$ cat config.mk
export PLATFORM = sky130hd
export DESIGN_NAME = parser_ingress_arbiter
export DESIGN_NICKNAME = d
export VERILOG_FILES = /design/src/rtl/parser_ingress_arbiter.sv
export SDC_FILE = /design/constraint.sdc
export NUM_CORES = 1
export LEC_CHECK = 0
export BUFFER_PORTS_ARGS = -buffer_cell sky130_fd_sc_hd__buf_2
export CAP_MARGIN = 15
export CORE_MARGIN = 4
export CORE_UTILIZATION = 51
export DETAILED_ROUTE_END_ITERATION = 12
export PLACE_DENSITY = 0.81
export SLEW_MARGIN = 0
export SYNTH_ARGS = -nofsm -noshare
export SYNTH_HDL_FRONTEND = slang
export SYNTH_SLANG_ARGS = --single-unit
$ cat constraint.sdc
create_clock -name aclk -period 2.49 [get_ports aclk]
set_input_delay 0.1245 -clock aclk [delete_from_list [all_inputs] [get_ports aclk]]
set_output_delay 0.1245 -clock aclk [all_outputs]
set_load 0.02 [all_outputs]
$ cat src/rtl/parser_ingress_arbiter.sv
// rtl/parser_ingress_arbiter.sv - frame-level round-robin arbiter feeding the byte-wide packet parser
//
// Purpose: shares one parser input among N_PORTS byte streams. A port is granted
// for a whole frame, so the parser never sees interleaved bytes. Frames longer
// than MAX_FRAME_BYTES are cut: the last allowed beat carries tlast and the rest
// of the source frame is drained and dropped. GAP_CYCLES idle cycles follow
// every frame end, so the parser always returns to idle between frames.
//
// Ports:
//   aclk, areset        clock, asynchronous active-high reset
//   s_axis_*            packed per-port ingress streams (port i at [i*DATA_W +: DATA_W])
//   m_axis_*            stream to the parser
//   grant_id            current or last granted port
//   busy                high while a frame, drain or gap is in progress
//   timeout_pulse       one-cycle pulse after a frame is force-terminated
`timescale 1ns/1ps
module parser_ingress_arbiter #(
  parameter int N_PORTS         = 4,
  parameter int DATA_W          = 8,
  parameter int MAX_FRAME_BYTES = 1530,
  parameter int GAP_CYCLES      = 1
) (
  input  logic                       aclk,
  input  logic                       areset,
  input  logic [N_PORTS*DATA_W-1:0]  s_axis_tdata,
  input  logic [N_PORTS-1:0]         s_axis_tvalid,
  input  logic [N_PORTS-1:0]         s_axis_tlast,
  output logic [N_PORTS-1:0]         s_axis_tready,
  output logic [DATA_W-1:0]          m_axis_tdata,
  output logic                       m_axis_tvalid,
  output logic                       m_axis_tlast,
  input  logic                       m_axis_tready,
  output logic [$clog2(N_PORTS)-1:0] grant_id,
  output logic                       busy,
  output logic                       timeout_pulse
);
  localparam int ID_W  = $clog2(N_PORTS);
  localparam int CNT_W = $clog2(MAX_FRAME_BYTES + 1);

  typedef enum logic [1:0] {S_IDLE, S_GRANT, S_DRAIN, S_GAP} state_t;

  state_t            r_state;
  state_t            w_state_next;
  logic [ID_W-1:0]   r_grant_id;
  logic [ID_W-1:0]   r_rr_ptr;
  logic [ID_W-1:0]   w_winner;
  logic [ID_W-1:0]   w_rr_next;
  logic              w_found;
  logic [CNT_W-1:0]  r_beat_cnt;
  logic [3:0]        r_gap_cnt;
  logic              r_timeout;
  logic              w_timeout;
  logic              w_grant_start;
  logic              w_accept;
  logic              w_force_last;
  logic [DATA_W-1:0] w_src_data;
  logic              w_src_valid;
  logic              w_src_last;

  assign w_src_data  = s_axis_tdata[int'(r_grant_id)*DATA_W +: DATA_W];
  assign w_src_valid = s_axis_tvalid[r_grant_id];
  assign w_src_last  = s_axis_tlast[r_grant_id];

  // First requester at or after r_rr_ptr, wrapping modulo N_PORTS.
  always_comb begin
    logic [ID_W-1:0] w_idx;
    w_found  = 1'b0;
    w_winner = '0;
    w_idx    = '0;
    for (int k = 0; k < N_PORTS; k++) begin
      w_idx = ID_W'((int'(r_rr_ptr) + k) % N_PORTS);
      if (!w_found && s_axis_tvalid[w_idx]) begin
        w_found  = 1'b1;
        w_winner = w_idx;
      end
    end
  end

  assign w_rr_next = (w_winner == ID_W'(N_PORTS - 1)) ? '0 : w_winner + 1'b1;

  always_ff @(posedge aclk or posedge areset) begin
    if (areset) begin
      r_state <= S_IDLE;
    end else begin
      r_state <= w_state_next;
    end
  end

  always_comb begin
    w_state_next  = r_state;
    w_grant_start = 1'b0;
    w_timeout     = 1'b0;
    w_accept      = 1'b0;
    w_force_last  = 1'b0;
    s_axis_tready = '0;
    m_axis_tdata  = '0;
    m_axis_tvalid = 1'b0;
    m_axis_tlast  = 1'b0;
    case (r_state)
      S_IDLE: begin
        if (w_found) begin
          w_state_next  = S_GRANT;
          w_grant_start = 1'b1;
        end
      end
      S_GRANT: begin
        w_force_last              = (r_beat_cnt == CNT_W'(MAX_FRAME_BYTES - 1));
        m_axis_tdata              = w_src_data;
        m_axis_tvalid             = w_src_valid;
        m_axis_tlast              = w_src_last | w_force_last;
        s_axis_tready[r_grant_id] = m_axis_tready;
        w_accept                  = w_src_valid & m_axis_tready;
        // A source tlast on the length-limit beat is a normal end, not a timeout.
        if (w_accept && w_src_last) begin
          w_state_next = S_GAP;
        end else if (w_accept && w_force_last) begin
          w_state_next = S_DRAIN;
          w_timeout    = 1'b1;
        end
      end
      S_DRAIN: begin
        s_axis_tready[r_grant_id] = 1'b1;
        if (w_src_valid && w_src_last) begin
          w_state_next = S_GAP;
        end
      end
      S_GAP: begin
        if (r_gap_cnt == 4'(GAP_CYCLES - 1)) begin
          w_state_next = S_IDLE;
        end
      end
      default: w_state_next = S_IDLE;
    endcase
  end

  always_ff @(posedge aclk or posedge areset) begin
    if (areset) begin
      r_grant_id <= '0;
      r_rr_ptr   <= '0;
      r_beat_cnt <= '0;
      r_gap_cnt  <= '0;
      r_timeout  <= 1'b0;
    end else begin
      r_timeout <= w_timeout;
      if (w_grant_start) begin
        r_grant_id <= w_winner;
        r_rr_ptr   <= w_rr_next;
        r_beat_cnt <= '0;
      end else if (w_accept && (r_beat_cnt != CNT_W'(MAX_FRAME_BYTES))) begin
        r_beat_cnt <= r_beat_cnt + 1'b1;
      end
      // Held at zero outside the gap, so it starts from zero on every gap entry.
      if (r_state == S_GAP) begin
        r_gap_cnt <= r_gap_cnt + 1'b1;
      end else begin
        r_gap_cnt <= '0;
      end
    end
  end

  assign grant_id      = r_grant_id;
  assign busy          = (r_state != S_IDLE);
  assign timeout_pulse = r_timeout;

endmodule

== Yosys cells after proc, flatten, opt, wreduce, memory -nomap -nowiden ==
Index checks and enable logic that the tools add are counted.

* Word-level logic and storage cells: 90
* Output and inout port bits: 18
* Input port bits: 43
* Bits in registers: 22

* Eq/ne operators: 10
* Reductions and logical operators: 16
* $add $sub $neg: 6
* Muxes and demuxes: 42
* Magnitude comparators: 6
* Shifts and indexed selects: 1
* Bitwise gates (word level): 3

{| class="wikitable"
|+ Operators by type and width
! kind !! number
|-
| 32-bit by 6-bit indexed part select with 8-bit output || 1
|-
| 11-bit 2-to-1 mux || 2
|-
| 2-bit 2-to-1 mux || 10
|-
| 1-bit 2-to-1 mux || 19
|-
| 2-bit by 3-bit < comparator with 1-bit output (second input constant) || 5
|-
| 1-bit binary-select mux with 2-bit select || 6
|-
| 11-bit by 1-bit adder with 11-bit output (second input constant) || 1
|-
| 11-bit equality test (second input constant) || 1
|-
| 11-bit inequality test (second input constant) || 1
|-
| 1-bit logical AND || 8
|-
| 8-bit 2-to-1 mux || 1
|-
| 2-bit one-hot mux with 4 select lines || 1
|-
| 4-bit one-hot mux with 2 select lines || 1
|-
| 2-bit equality test (second input constant) || 3
|-
| 2-bit inequality test (second input constant) || 3
|-
| 2-bit by 1-bit adder with 2-bit output (second input constant) || 2
|-
| 2-bit adder (second input constant) || 2
|-
| 4-bit by 1-bit adder with 4-bit output (second input constant) || 1
|-
| 4-bit bitwise AND || 1
|-
| 4-bit zero test || 1
|-
| 4-bit 2-to-1 mux || 1
|-
| 4-bit AND reduction || 1
|-
| 2-bit nonzero test || 2
|-
| 1-bit zero test || 3
|-
| 7 further kinds || 7
|}

== Depth between registers and ports, before layout ==
Gate-level depths: netlist of run 1.

* Depth in word-level cells: 15
* Depth in mapped cells: 7
* Depth with buffers taken out: 7

== Worst setup path after synthesis of run 1 ==
Ideal clock, no wire load.

* Path type: reg-to-reg
* Start: register r_grant_id[0] (netlist: grant_id[0])
* End: register r_state[1]
* Setup time: 0.127 ns
* Arrival time: 1.795 ns
* Buffers on the path: 1
* Path slack: 0.567 ns
* Clock period less this slack: 1.923 ns
* Stages on the path, launching flop included: 7
* Data required time: 2.363 ns
* Cells stage by stage: dfrtp_1 -> buf_6 -> mux4_2 -> a31oi_2 -> o21ai_2 -> nand3_2 -> mux2_1

* Word-level cells in the longest chain between the ends: 6
* Elaborated cells on any way between the ends: 13
* Those cells by class: eq/ne: 2; mux: 6; bitwise: 1; reduce/logical: 4

{| class="wikitable"
|+ Ends and longest elaborated chain
! element !! line !! RTL
|-
| start: declaration || 44 || <nowiki>logic [ID_W-1:0] r_grant_id;</nowiki>
|-
| start signal: assignment || 146 || <nowiki>r_grant_id <= w_winner;</nowiki>
|-
| 1-bit binary-select mux with 2-bit select || 61 || <nowiki>assign w_src_valid = s_axis_tvalid[r_grant_id];</nowiki>
|-
| 1-bit 2-to-1 mux (not written as such) || 61 ||
|-
| 1-bit bitwise AND || 112 || <nowiki>w_accept = w_src_valid & m_axis_tready;</nowiki>
|-
| 1-bit logical AND, on equally long branches || 114, 116 ||
|-
| 3-bit inequality test (no line) or 2-bit 2-to-1 mux (tied branches) || n/a ||
|-
| 4-bit AND reduction (no line) or 2-bit one-hot mux with 4 select lines (tied branches) || n/a ||
|-
| end signal: assignment || 85 || <nowiki>r_state <= w_state_next;</nowiki>
|-
| end: declaration || 42 || <nowiki>state_t r_state;</nowiki>
|}

Parallel ways exist; a longest one is shown, timed or not. The select of a mux whose other input is x is not followed.
A chain may end at the register's enable or synchronous reset.

== Worst setup path after layout of run 1 ==
* Start: register r_state[1]
* End: output s_axis_tready[3]

* Word-level cells in the longest chain between the ends: 2
* Elaborated cells on any way between the ends: 3
* Those cells by class: eq/ne: 2; mux: 1

{| class="wikitable"
|+ Ends and longest elaborated chain
! element !! line !! RTL
|-
| 2-bit equality test or 2-bit by 1-bit equality test with 1-bit output (tied branches) || 99 || <nowiki>case (r_state)</nowiki>
|-
| 4-bit one-hot mux with 2 select lines (*) || 99 ||
|-
| end: declaration || 28 || <nowiki>output logic [N_PORTS-1:0] s_axis_tready,</nowiki>
|}

Every way passes the cells marked *; elsewhere a longest branch is shown, timed or not.

==> reports/summary.md, run 1 <==
### Yosys
- **number of warnings printed during yosys synthesis** 0
- **area share of fa/ha/maj cells after synthesis** 0.06241
- **sequential area share after synthesis** 0.3051
- **main combinational cell family by area after synthesis** simple AND/OR/NAND/NOR gates
- **number of enable flip-flop cells after synthesis** 0
- **netlist area before placement** 1804 µm²
- **post-synthesis share of cell area spent on and, or, nand and nor gates** 0.2788
- **distinct cell type count of the synthesized netlist** 51
- **post-synthesis sequential element count** 22
- **Top FF cell, synth** dfrtp_1
- **post-synthesis compound-gate area fraction** 0.09917
- **Avg Synthesized Cell Area** 9.597 µm²
- **share of flip-flops with an asynchronous set or reset** 1.000
- **portion of netlist area occupied by mux cells** 0.1512
- **Synth Net Count** 240
- **number of instances in the synthesized netlist** 188
- **XOR/XNOR Fraction of Synth Area** 0.05340

### GRT
- **layer with the highest usage after global routing** met2
- **global-route wire length before repair** 6.817 mm
- **pin count of the biggest net entering global routing** 23
- **Congestion Overflow GR** 0
- **initial antenna violation count** 0
- **grt met3 use** 0.04992
- **grt met1 use** 0.2407
- **GRT Total Usage** 0.1981
- **global-route track usage on met2** 0.3414
- **number of global-route vias before repair** 1,493

### Layout
- **Fill cells** 288
- **Final Core Density** 0.6482
- **antenna cell count** 0
- **Sequential cell area** 550.5 µm²
- **total area of multi-input combinational cells** 1164 µm²
- **leading cell types in the layout, fill and taps excluded** buf_2 (60), nor2_1 (22), dfrtp_1 (22)
- **share of cells above drive strength 1** 0.3574
- **Final Instance Count excl. Fillers** 295
- **most common cell after layout, fill and taps aside** buf_2
- **layout-stage area growth over the synthesis result** 21.78%
- **net count of the finished layout** 302

### Routing
- **total via count in the routed design** 1,646
- **DRC viols** 0
- **WL/cell** 15.04 µm
- **count of TritonRoute iterations in the first routing pass** 4
- **DR iter-0 viols** 135
- **ratio of routed vias to standard cells** 5.580
- **sum of routed wire length over all layers** 4.436 mm
- **Antenna Violating Nets Remaining** 0

### Pwr
- **cell-internal power** 0.001084 W
- **relative contribution of combinational cells to total power** 0.614
- **Leak Pwr** 1.075 nW
- **switching part of the total power** 0.4588
- **overall power** 0.002003 W
- **PD cells** 911.8 nW/µm²
- **clock power share** 0.103
- **relative contribution of sequential cells to total power** 0.283
- **largest voltage drop on the vdd net** 0.3998 mV
- **switching power** 0.0009190 W

### Setup path
- **worst endpoint data arrival time** 2.03 ns
- **reg2reg setup slack** 0.63 ns
- **start-to-end type of the worst setup path** reg -> out
- **Critical Path Start Type** flip-flop
- **source of the critical timing path** r_state[1]
- **capturing element of the worst setup path** s_axis_tready[3]
- **worst-case reg-to-reg path depth** 5
- **Max Fanout on Critical Path** 5
- **element type at the critical path end** output pin
- **worst r2r dst** r_state[1]
- **critical register-to-register path startpoint** grant_id[0]
- **required time worst endpoint** 2.37 ns

### Timing
- **RSZ-0062 raised after global routing** false
- **final count of hold timing violations** 0
- **Slew Viols, Final** 0
- **final worst-path cycle share** 0.8658
- **final-layout setup total negative slack** 0 ns
- **tightest slew margin relative to the limit** 0.4308
- **slew at the pin closest to its max-slew limit** 0.8529 ns
- **worst clock skew** 0.01301 ns
- **post-layout minimum cycle time** 2.156 ns
- **final setup violation count** 0
- **highest clock frequency the design can meet** 463.9 MHz

### Clock tree
- **Root Driver** clkbuf_4
- **worst skew pair latency** 0.32 ns
- **clock-pin slew reported for the worst setup and hold paths after clock tree synthesis** 0.14 ns
- **Post CTS Setup Buffer Count** 0
- **maximum level of the CTS H-tree** 1
- **# clock sinks** 22
- **TritonCTS clock tree** yes
- **number of buffers created by CTS** 3
- **maximum number of buffers from clock root to sink** 2

### Floorplan
- **overall die width** 67.48 µm
- **initial core utilization** 0.5323
- **placeable core region** 3390 µm²
- **Die H** 67.48 µm
- **die area** 4554 µm²
- **Row Count** 21
- **number of top-level pins** 61

### Placed design
- **last weighted congestion value of the routability-driven placer** 0.8273
- **HPWL after detailed placement** 3.538 mm
- **Placed Cells incl. Taps** 290
- **Port-buffer cells** 60

### Hold path
- **class of the tightest hold or removal check** in -> reg

### Flow run
- **Max Cap Viol** 0

### Run status
- **result of the run** complete, no violations

==> through the flow <==
step	setup WS, ns	cell area (µm²)	hold slack [ns]
2_1_floorplan	0.5671	1804	0.1137
3_3_place_gp	0.7140	2151	0.3345
3_5_place_dp	0.6595	2151	0.3345
4_1_cts	0.3333	2197	0.2443
5_1_grt	0.1700	2197	0.2360
6_report	0.3342	2197	0.2398
==> metal layers <==
metal	share of wire	vias to the layer above	routed length, µm
li1	-	788	-
met1	0.39	813	1722
met2	0.56	39	2485
met3	0.040	6	178
met4	0.011	0	49
met5	0	-	0
==> sequential cells by signal, summed over array words and instances, names as in the netlist, named ones only <==
name,flops
r_beat_cnt,11
r_gap_cnt,4
grant_id,2
r_state,2
r_rr_ptr,1
timeout_pulse,1
==> worst min path at each step <==
stage / startpoint / endpoint / slack (ns) / cells after the start
final: m_axis_tready / r_state[0] / 0.24 / 5
after CTS: m_axis_tready / r_state[0] / 0.24 / 5
after global routing: m_axis_tready / r_state[0] / 0.24 / 5
after floorplan: areset / asynchronous set/reset pin / 0.11 / 1
after global placement: areset / r_gap_cnt[0] / 0.33 / 2
after detailed placement: areset / r_gap_cnt[0] / 0.33 / 2
==> final cells by class <==
class / instances / share of cell area
Multi-Input combinational cell: 145 / 0.5296
Sequential cell: 22 / 0.2506
Timing Repair Buffer: 65 / 0.1549
Tap cell: 46 / 0.02620
Inverter: 13 / 0.02221
Clock buffer: 4 / 0.01651
==> power by group through the flow <==
stage / registers, W / logic (W) / clock network [W]
floorplan: 0.000536 / 0.000953 / 0
global placement: 0.000564 / 0.00121 / 0
detailed placement: 0.000574 / 0.00123 / 0
CTS: 0.000565 / 0.00124 / 0.000211
global route: 0.000588 / 0.00135 / 0.000227
finish: 0.000567 / 0.00123 / 0.000206
==> repair_timing <==
item                      CTS  global route
resized for setup           0             0
hold buffers                1             0
hold endpoints to repair   22             0
==> cell usage after synthesis (2+ instances only) <==
library cell | instances | area (µm²)
nand2b_1 | 4 | 25.02
xnor2_1 | 9 | 78.83
o21ai_0 | 3 | 15.01
mux2_1 | 2 | 22.52
dfrtp_1 | 22 | 550.5
nand2_1 | 13 | 48.80
nor4_1 | 2 | 12.51
xor2_1 | 2 | 17.52
a21o_1 | 2 | 15.01
nor3_1 | 5 | 25.02
inv_1 | 13 | 48.80
mux4_2 | 9 | 202.7
nor2b_1 | 4 | 25.02
a211oi_2 | 2 | 25.02
a21oi_1 | 5 | 25.02
buf_2 | 3 | 15.01
and2_1 | 13 | 81.33
or3_1 | 2 | 12.51
nand3_1 | 8 | 40.04
clkbuf_1 | 4 | 15.01
and3_1 | 2 | 12.51
nor2_1 | 22 | 82.58
ha_1 | 9 | 112.6
==> worst max-delay path, cell delays in order (launching register included) <==
cell,delay [ns]
dfrtp_1,0.45
inv_1,0.09
ha_1,0.21
and2_1,0.21
o21ai_0,0.32
inv_1,0.10
and3_1,0.19
buf_2,0.15
==> kinds of logic (layout without fill, tap and decap cells) <==
logic type	after synthesis	in the layout
AO/OA/AOI/OAI	23	23
adder cells (fa/ha/maj)	9	9
flip-flops	22	22
XOR/XNOR	11	11
AND/OR/NAND/NOR	88	88
buffers and inverters	21	82
multiplexers	14	14
Note: power is estimated with default switching activity, not from simulation.
==> run 2, diff against run 1 <==
--- a/config.mk
+++ b/config.mk
@@ -5,12 +5,11 @@
 export SDC_FILE = /design/constraint.sdc
 export NUM_CORES = 1
 export LEC_CHECK = 0
-export BUFFER_PORTS_ARGS = -buffer_cell sky130_fd_sc_hd__buf_2
 export CAP_MARGIN = 15
 export CORE_MARGIN = 4
-export CORE_UTILIZATION = 51
+export CORE_UTILIZATION = 35
 export DETAILED_ROUTE_END_ITERATION = 12
-export PLACE_DENSITY = 0.81
+export DONT_BUFFER_PORTS = 1
 export SLEW_MARGIN = 0
 export SYNTH_ARGS = -nofsm -noshare
 export SYNTH_HDL_FRONTEND = slang
==> run 2 against run 1 <==
Net effect: flip-flop and latch count stayed put; largest power group unchanged; total power rose by 1.2%; utilization is 24 points lower; via count down 17%; sequential power about the same; cell area down 10%; first-iteration DRC count fell by 70%; clock-buffer cell count shrank 1.
==> reports/summary.md, run 2 (synthesis results as in run 1) <==
### GRT
- **Congestion Overflow GR** 0, unchanged
- **initial antenna violation count** 0, unchanged
- **global-route wire length before repair** 6.651 mm, was 6.817 mm
- **number of global-route vias before repair** 1,376, was 1,493
- **pin count of the biggest net entering global routing** 23, unchanged
- **GRT Total Usage** 0.1322, was 0.1981

### Layout
- **antenna cell count** 0, unchanged
- **layout-stage area growth over the synthesis result** 9.362%, was 21.78%
- **Final Core Density** 0.4070, was 0.6482
- **total area of multi-input combinational cells** 1164 µm², unchanged
- **share of cells above drive strength 1** 0.1623, was 0.3574
- **max FFs per register** 11, unchanged
- **Sequential cell area** 550.5 µm², unchanged
- **net count of the finished layout** 244, was 302
- **leading cell types in the layout, fill and taps excluded** nor2_1 (22), dfrtp_1 (22), and2_1 (13), nand2_1 (13), inv_1 (13), was buf_2 (60), nor2_1 (22), dfrtp_1 (22)
- **Top reg by flops** r_beat_cnt, unchanged
- **Fill cells** 465, was 288
- **Final Instance Count excl. Fillers** 258, was 295
- **Top Registers** r_beat_cnt (11), r_gap_cnt (4), unchanged

### Floorplan
- **Row Count** 25, was 21
- **Die H** 79.80 µm, was 67.48 µm
- **initial core utilization** 0.3721, was 0.5323
- **number of top-level pins** 61, unchanged
- **placeable core region** 4848 µm², was 3390 µm²
- **die area** 6367 µm², was 4554 µm²
- **overall die width** 79.80 µm, was 67.48 µm

### Pwr
- **relative contribution of sequential cells to total power** 0.278, was 0.283
- **relative contribution of combinational cells to total power** 0.556, was 0.614
- **switching power** 0.0008918 W, was 0.0009190 W
- **overall power** 0.002027 W, was 0.002003 W
- **clock power share** 0.166, was 0.103
- **Leak Pwr** 0.8452 nW, was 1.075 nW
- **cell-internal power** 0.001135 W, was 0.001084 W
- **switching part of the total power** 0.4401, was 0.4588
- **largest voltage drop on the vdd net** 0.3832 mV, was 0.3998 mV
- **PD cells** 1027 nW/µm², was 911.8 nW/µm²

### Routing
- **DR iter-0 viols** 41, was 135
- **Antenna Violating Nets Remaining** 0, unchanged
- **count of TritonRoute iterations in the first routing pass** 4, unchanged
- **ratio of routed vias to standard cells** 5.279, was 5.580
- **total via count in the routed design** 1,362, was 1,646
- **sum of routed wire length over all layers** 4.109 mm, was 4.436 mm
- **WL/cell** 15.93 µm, was 15.04 µm
- **DRC viols** 0, unchanged

### Setup path
- **capturing element of the worst setup path** s_axis_tready[3], unchanged
- **Buf/Inv on CP** 3, unchanged
- **worst endpoint data arrival time** 2.02 ns, was 2.03 ns
- **Max Fanout on Critical Path** 12, was 5
- **worst-case reg-to-reg path depth** 5, unchanged
- **Stages on worst setup path** 7, unchanged
- **kind of cell adding the most delay to the critical path** simple AND/OR/NAND/NOR gates, was flip-flops
- **critical register-to-register path startpoint** grant_id[0], unchanged
- **required time worst endpoint** 2.37 ns, about the same
- **slowest library cell on the worst path** dfrtp_1, unchanged
- **source of the critical timing path** r_state[1], unchanged
- **chain of cells forming the critical path** inv_1 > ha_1 > buf_4 > and2_1 > o21ai_0 > inv_1 > and3_1, was inv_1 > ha_1 > and2_1 > o21ai_0 > inv_1 > and3_1 > buf_2
- **element type at the critical path end** output pin, unchanged
- **cell with the most instances on the worst path** inv_1, unchanged
- **Critical Path Start Type** flip-flop, unchanged
- **reg2reg setup slack** 0.63 ns, about the same
- **longest individual stage delay on the worst path** 0.42 ns, was 0.45 ns
- **start-to-end type of the worst setup path** reg -> out, unchanged
- **worst r2r dst** r_state[1], unchanged

### Clock tree
- **number of buffers created by CTS** 3, unchanged
- **clock-pin slew reported for the worst setup and hold paths after clock tree synthesis** 0.08 ns, was 0.14 ns
- **maximum number of buffers from clock root to sink** 2, unchanged
- **TritonCTS clock tree** yes, unchanged
- **total of cells resized after clock tree synthesis** 0, unchanged
- **# clock sinks** 22, unchanged
- **worst skew pair latency** 0.26 ns, was 0.32 ns
- **Root Driver** clkbuf_8, was clkbuf_4
- **maximum level of the CTS H-tree** 1, unchanged

### Timing
- **post-layout minimum cycle time** 2.148 ns, was 2.156 ns
- **final worst-path cycle share** 0.8627, was 0.8658
- **tightest slew margin relative to the limit** 0.4459, was 0.4308
- **Slew Viols, Final** 0, unchanged
- **highest clock frequency the design can meet** 465.5 MHz, was 463.9 MHz
- **final setup violation count** 0, unchanged
- **final-layout setup total negative slack** 0 ns, unchanged
- **final count of hold timing violations** 0, unchanged
- **slew at the pin closest to its max-slew limit** 0.8302 ns, was 0.8529 ns
- **worst clock skew** 0.001870 ns, was 0.01301 ns
- **minimum hold slack** 0.1482 ns, was 0.2398 ns
- **RSZ-0062 raised after global routing** false, unchanged

### Placed design
- **Placed Cells incl. Taps** 253, was 290
- **Port-buffer cells** 0, was 60
- **last weighted congestion value of the routability-driven placer** 0.8075, was 0.8273
- **HPWL after detailed placement** 3.322 mm, was 3.538 mm

### Hold path
- **class of the tightest hold or removal check** in -> reg, unchanged

### Run status
- **result of the run** complete, no violations, unchanged

### Flow run
- **Max Cap Viol** 0, unchanged

[run 2: cell count changes in the layout (fill, tap and decap cells not counted)]
cell	before	now
buf_4	4	6
bufinv_16	0	1
clkbuf_8	1	3
buf_2	60	0
clkbuf_4	3	0
[run 2: power by group through the flow]
stage               clock network [W]  registers (W)  logic (W)
global placement                    0       0.000569    0.00113
CTS                          0.000345       0.000563    0.00115
finish                       0.000336       0.000564    0.00113
global route                 0.000361       0.000588    0.00125
floorplan                           0       0.000536   0.000953
detailed placement                  0       0.000572    0.00114
[run 2: worst min path at each step]
stage                startpoint                          to  slack (ns)  depth (start not counted)
2_1_floorplan            areset  asynchronous set/reset pin        0.11                          1
3_3_place_gp             areset               timeout_pulse        0.24                          1
3_5_place_dp             areset               r_beat_cnt[0]        0.24                          1
4_1_cts        s_axis_tvalid[3]                 grant_id[1]        0.14                          3
5_1_grt        s_axis_tvalid[0]                   flip-flop        0.16                          3
6_report       s_axis_tvalid[3]                 grant_id[1]        0.15                          3
[run 2: final cells by class]
cell class | instances | share of cell area
flip-flops and latches | 22 | 0.2790
well taps | 67 | 0.04249
repair buffers | 7 | 0.02790
inverters | 13 | 0.02473
clock buffers | 3 | 0.02093
multi-input cells | 145 | 0.5897
clock inverters | 1 | 0.01522
[run 2: worst register-to-register path, stage by stage (launching register included)]
cell	delay (ns)
dfrtp_1	0.43
mux4_2	0.58
a31oi_2	0.23
o21ai_2	0.10
nand3_2	0.07
mux2_1	0.32
[run 2: layer usage]
| layer | global-route usage | up-vias | part of all wire |
|---|---|---|---|
| met3 | 0.03047 | 5 | 0.099 |
| met4 | 0.03547 | 0 | 0.010 |
| li1 | - | 669 | - |
| met2 | 0.2312 | 59 | 0.46 |
| met5 | 0 | - | 0 |
| met1 | 0.1627 | 629 | 0.43 |
[run 2: timing repair]
| action | CTS | global route |
|---|---|---|
| buffers inserted | 0 | 0 |
| endpoints found under the setup margin | 0 | 0 |
| hold buffers | 1 | 0 |
| hold endpoints to repair | 22 | 0 |
[run 2: through the flow]
| stage | worst slack, ns | instance area (µm²) |
|---|---|---|
| CTS | 0.3160 | 1973 |
| floorplan | 0.5671 | 1804 |
| finish | 0.3420 | 1973 |
| global placement | 0.6181 | 1892 |
| global route | 0.1532 | 1973 |
| detailed placement | 0.6248 | 1892 |
==> run 3, diff against run 2 <==
--- a/config.mk
+++ b/config.mk
@@ -5,11 +5,15 @@
 export SDC_FILE = /design/constraint.sdc
 export NUM_CORES = 1
 export LEC_CHECK = 0
+export ABC_CLOCK_PERIOD_IN_PS = 2490
 export CAP_MARGIN = 15
+export CELL_PAD_IN_SITES_DETAIL_PLACEMENT = 1
+export CELL_PAD_IN_SITES_GLOBAL_PLACEMENT = 1
 export CORE_MARGIN = 4
 export CORE_UTILIZATION = 35
 export DETAILED_ROUTE_END_ITERATION = 12
 export DONT_BUFFER_PORTS = 1
+export PLACE_DENSITY_LB_ADDON = 0.05
 export SLEW_MARGIN = 0
 export SYNTH_ARGS = -nofsm -noshare
 export SYNTH_HDL_FRONTEND = slang
==> run 3 against run 2 <==
Net effect: clock skew increased by 0.0097 ns; combinational power about the same; maximum frequency decreased by 1.6%; worst setup slack got worse by 0.034 ns; clock-buffer cell count unchanged; routed wire length increased by 15%; largest power group unchanged.
==> reports/summary.md, run 3 (synthesis results as in run 1) <==
### Run status
- **result of the run** complete, no violations, unchanged

### Clock tree
- **Root Driver** clkbuf_8, unchanged
- **number of buffers created by CTS** 3, unchanged
- **TritonCTS clock tree** yes, unchanged
- **worst skew pair latency** 0.27 ns, was 0.26 ns
- **maximum number of buffers from clock root to sink** 2, unchanged
- **maximum level of the CTS H-tree** 1, unchanged
- **total of cells resized after clock tree synthesis** 0, unchanged
- **clock-pin slew reported for the worst setup and hold paths after clock tree synthesis** 0.09 ns, was 0.08 ns
- **# clock sinks** 22, unchanged

### Timing
- **final worst-path cycle share** 0.8763, was 0.8627
- **highest clock frequency the design can meet** 458.3 MHz, was 465.5 MHz
- **worst clock skew** 0.01158 ns, was 0.001870 ns
- **post-layout minimum cycle time** 2.182 ns, was 2.148 ns
- **slew at the pin closest to its max-slew limit** 0.8526 ns, was 0.8302 ns
- **final count of hold timing violations** 0, unchanged
- **minimum hold slack** 0.1432 ns, was 0.1482 ns
- **RSZ-0062 raised after global routing** false, unchanged
- **final setup violation count** 0, unchanged
- **final-layout setup total negative slack** 0 ns, unchanged
- **Slew Viols, Final** 0, unchanged
- **tightest slew margin relative to the limit** 0.4310, was 0.4459

### Routing
- **DRC viols** 0, unchanged
- **count of TritonRoute iterations in the first routing pass** 4, unchanged
- **WL/cell** 18.25 µm, was 15.93 µm
- **Antenna Violating Nets Remaining** 0, unchanged
- **sum of routed wire length over all layers** 4.709 mm, was 4.109 mm
- **DR iter-0 viols** 27, was 41
- **total via count in the routed design** 1,423, was 1,362
- **ratio of routed vias to standard cells** 5.516, was 5.279

### Setup path
- **cell with the most instances on the worst path** inv_1, unchanged
- **reg2reg setup slack** 0.48 ns, was 0.63 ns
- **critical register-to-register path startpoint** grant_id[0], unchanged
- **required time worst endpoint** 2.37 ns, about the same
- **Critical Path Start Type** flip-flop, unchanged
- **Max Fanout on Critical Path** 12, unchanged
- **element type at the critical path end** output pin, unchanged
- **chain of cells forming the critical path** inv_1 > ha_1 > buf_4 > and2_1 > o21ai_0 > inv_1 > nand2_1 > nor2_1, was inv_1 > ha_1 > buf_4 > and2_1 > o21ai_0 > inv_1 > and3_1
- **slowest library cell on the worst path** dfrtp_1, unchanged
- **longest individual stage delay on the worst path** 0.44 ns, was 0.42 ns
- **worst r2r dst** r_state[1], unchanged
- **start-to-end type of the worst setup path** reg -> out, unchanged
- **worst endpoint data arrival time** 2.06 ns, was 2.02 ns
- **worst-case reg-to-reg path depth** 5, unchanged

### Floorplan
- **placeable core region** 4848 µm², unchanged
- **Die H** 79.80 µm, unchanged
- **initial core utilization** 0.3721, unchanged
- **overall die width** 79.80 µm, unchanged
- **number of top-level pins** 61, unchanged
- **die area** 6367 µm², unchanged
- **Row Count** 25, unchanged

### Flow run
- **Max Cap Viol** 0, unchanged

### GRT
- **pin count of the biggest net entering global routing** 23, unchanged
- **number of global-route vias before repair** 1,468, was 1,376
- **global-route wire length before repair** 7.210 mm, was 6.651 mm
- **Congestion Overflow GR** 0, unchanged
- **GRT Total Usage** 0.1462, was 0.1322
- **initial antenna violation count** 0, unchanged

### Placed design
- **Port-buffer cells** 0, unchanged
- **Placement Cell Area** 1892 µm², unchanged
- **HPWL after detailed placement** 3.830 mm, was 3.322 mm
- **Placed Cells incl. Taps** 253, unchanged
- **last weighted congestion value of the routability-driven placer** 0.8024, was 0.8075

### Hold path
- **startpoint of the most critical hold path** s_axis_tvalid[0], was s_axis_tvalid[3]
- **worst hold stages** 3, unchanged
- **class of the tightest hold or removal check** in -> reg, unchanged

### Pwr
- **largest voltage drop on the vdd net** 0.3250 mV, was 0.3832 mV
- **Leak Pwr** 0.8452 nW, unchanged
- **overall power** 0.002044 W, was 0.002027 W
- **PD cells** 1036 nW/µm², was 1027 nW/µm²

### Layout
- **leading cell types in the layout, fill and taps excluded** nor2_1 (22), dfrtp_1 (22), and2_1 (13), nand2_1 (13), inv_1 (13), unchanged
- **Top Registers** r_beat_cnt (11), r_gap_cnt (4), unchanged
- **net count of the finished layout** 244, unchanged
- **Top reg by flops** r_beat_cnt, unchanged
- **Fill cells** 561, was 465
- **antenna cell count** 0, unchanged
- **max FFs per register** 11, unchanged
- **post-route cell area** 1973 µm², unchanged
- **share of cells above drive strength 1** 0.1623, unchanged
- **layout-stage area growth over the synthesis result** 9.362%, unchanged
- **Final Instance Count excl. Fillers** 258, unchanged

run 3: cell counts in the layout (fill, tap and decap cells not counted):
No cell type changed its count.
run 3: worst max path at each step:
stage	startpoint	end	slack, ns	depth (start not counted)
2_1_floorplan	grant_id[0]	r_state[1]	0.57	6
3_3_place_gp	grant_id[0]	r_state[1]	0.52	5
3_5_place_dp	grant_id[0]	r_state[1]	0.49	5
4_1_cts	r_state[1]	s_axis_tready[1]	0.26	8
5_1_grt	r_state[1]	s_axis_tready[1]	0.09	8
6_report	r_state[1]	s_axis_tready[1]	0.31	8
run 3: critical path: cells and delay by family (launching register included):
family | cells | cell delay, ns
flip-flops | 1 | 0.44
AO/OA/AOI/OAI | 1 | 0.18
buffers and inverters | 3 | 0.38
adder cells (fa/ha/maj) | 1 | 0.16
AND/OR/NAND/NOR | 3 | 0.63
run 3: power breakdown:
| part | internal [W] | total [W] | switching [W] |
|---|---|---|---|
| clock | 0.000215 | 0.000339 | 0.000124 |
| sequential | 0.000440 | 0.000596 | 0.000156 |
| combinational | 0.000479 | 0.00111 | 0.000629 |
run 3: metal layers:
| layer | track usage | vias to the layer above | wire length (µm) |
|---|---|---|---|
| met5 | 0 | - | 0 |
| met4 | 0.03547 | 0 | 19 |
| met3 | 0.03047 | 2 | 339 |
| met2 | 0.2613 | 47 | 2342 |
| met1 | 0.1789 | 707 | 2008 |
| li1 | - | 667 | - |
run 3: layout make-up:
cell class                      count  area, µm²  area share
Multi-Input combinational cell    145       1164      0.5897
Sequential cell                    22      550.5      0.2790
Tap cell                           67      83.83     0.04249
Timing Repair Buffer                7      55.05     0.02790
Inverter                           13      48.80     0.02473
Clock buffer                        3      41.29     0.02093
Clock inverter                      1      30.03     0.01522
run 3: metrics by stage:
stage | utilization | setup WS, ns
floorplan | - | 0.5671
global placement | 0.3902 | 0.5200
detailed placement | 0.3902 | 0.4870
CTS | 0.4070 | 0.2568
global route | 0.4070 | 0.09311
finish | 0.4070 | 0.3081
run 3: timing repair:
item | 4_1_cts | 5_1_grt
endpoints found under the hold margin | 22 | 0
hold buffers | 1 | 0
buffers inserted | 0 | 0
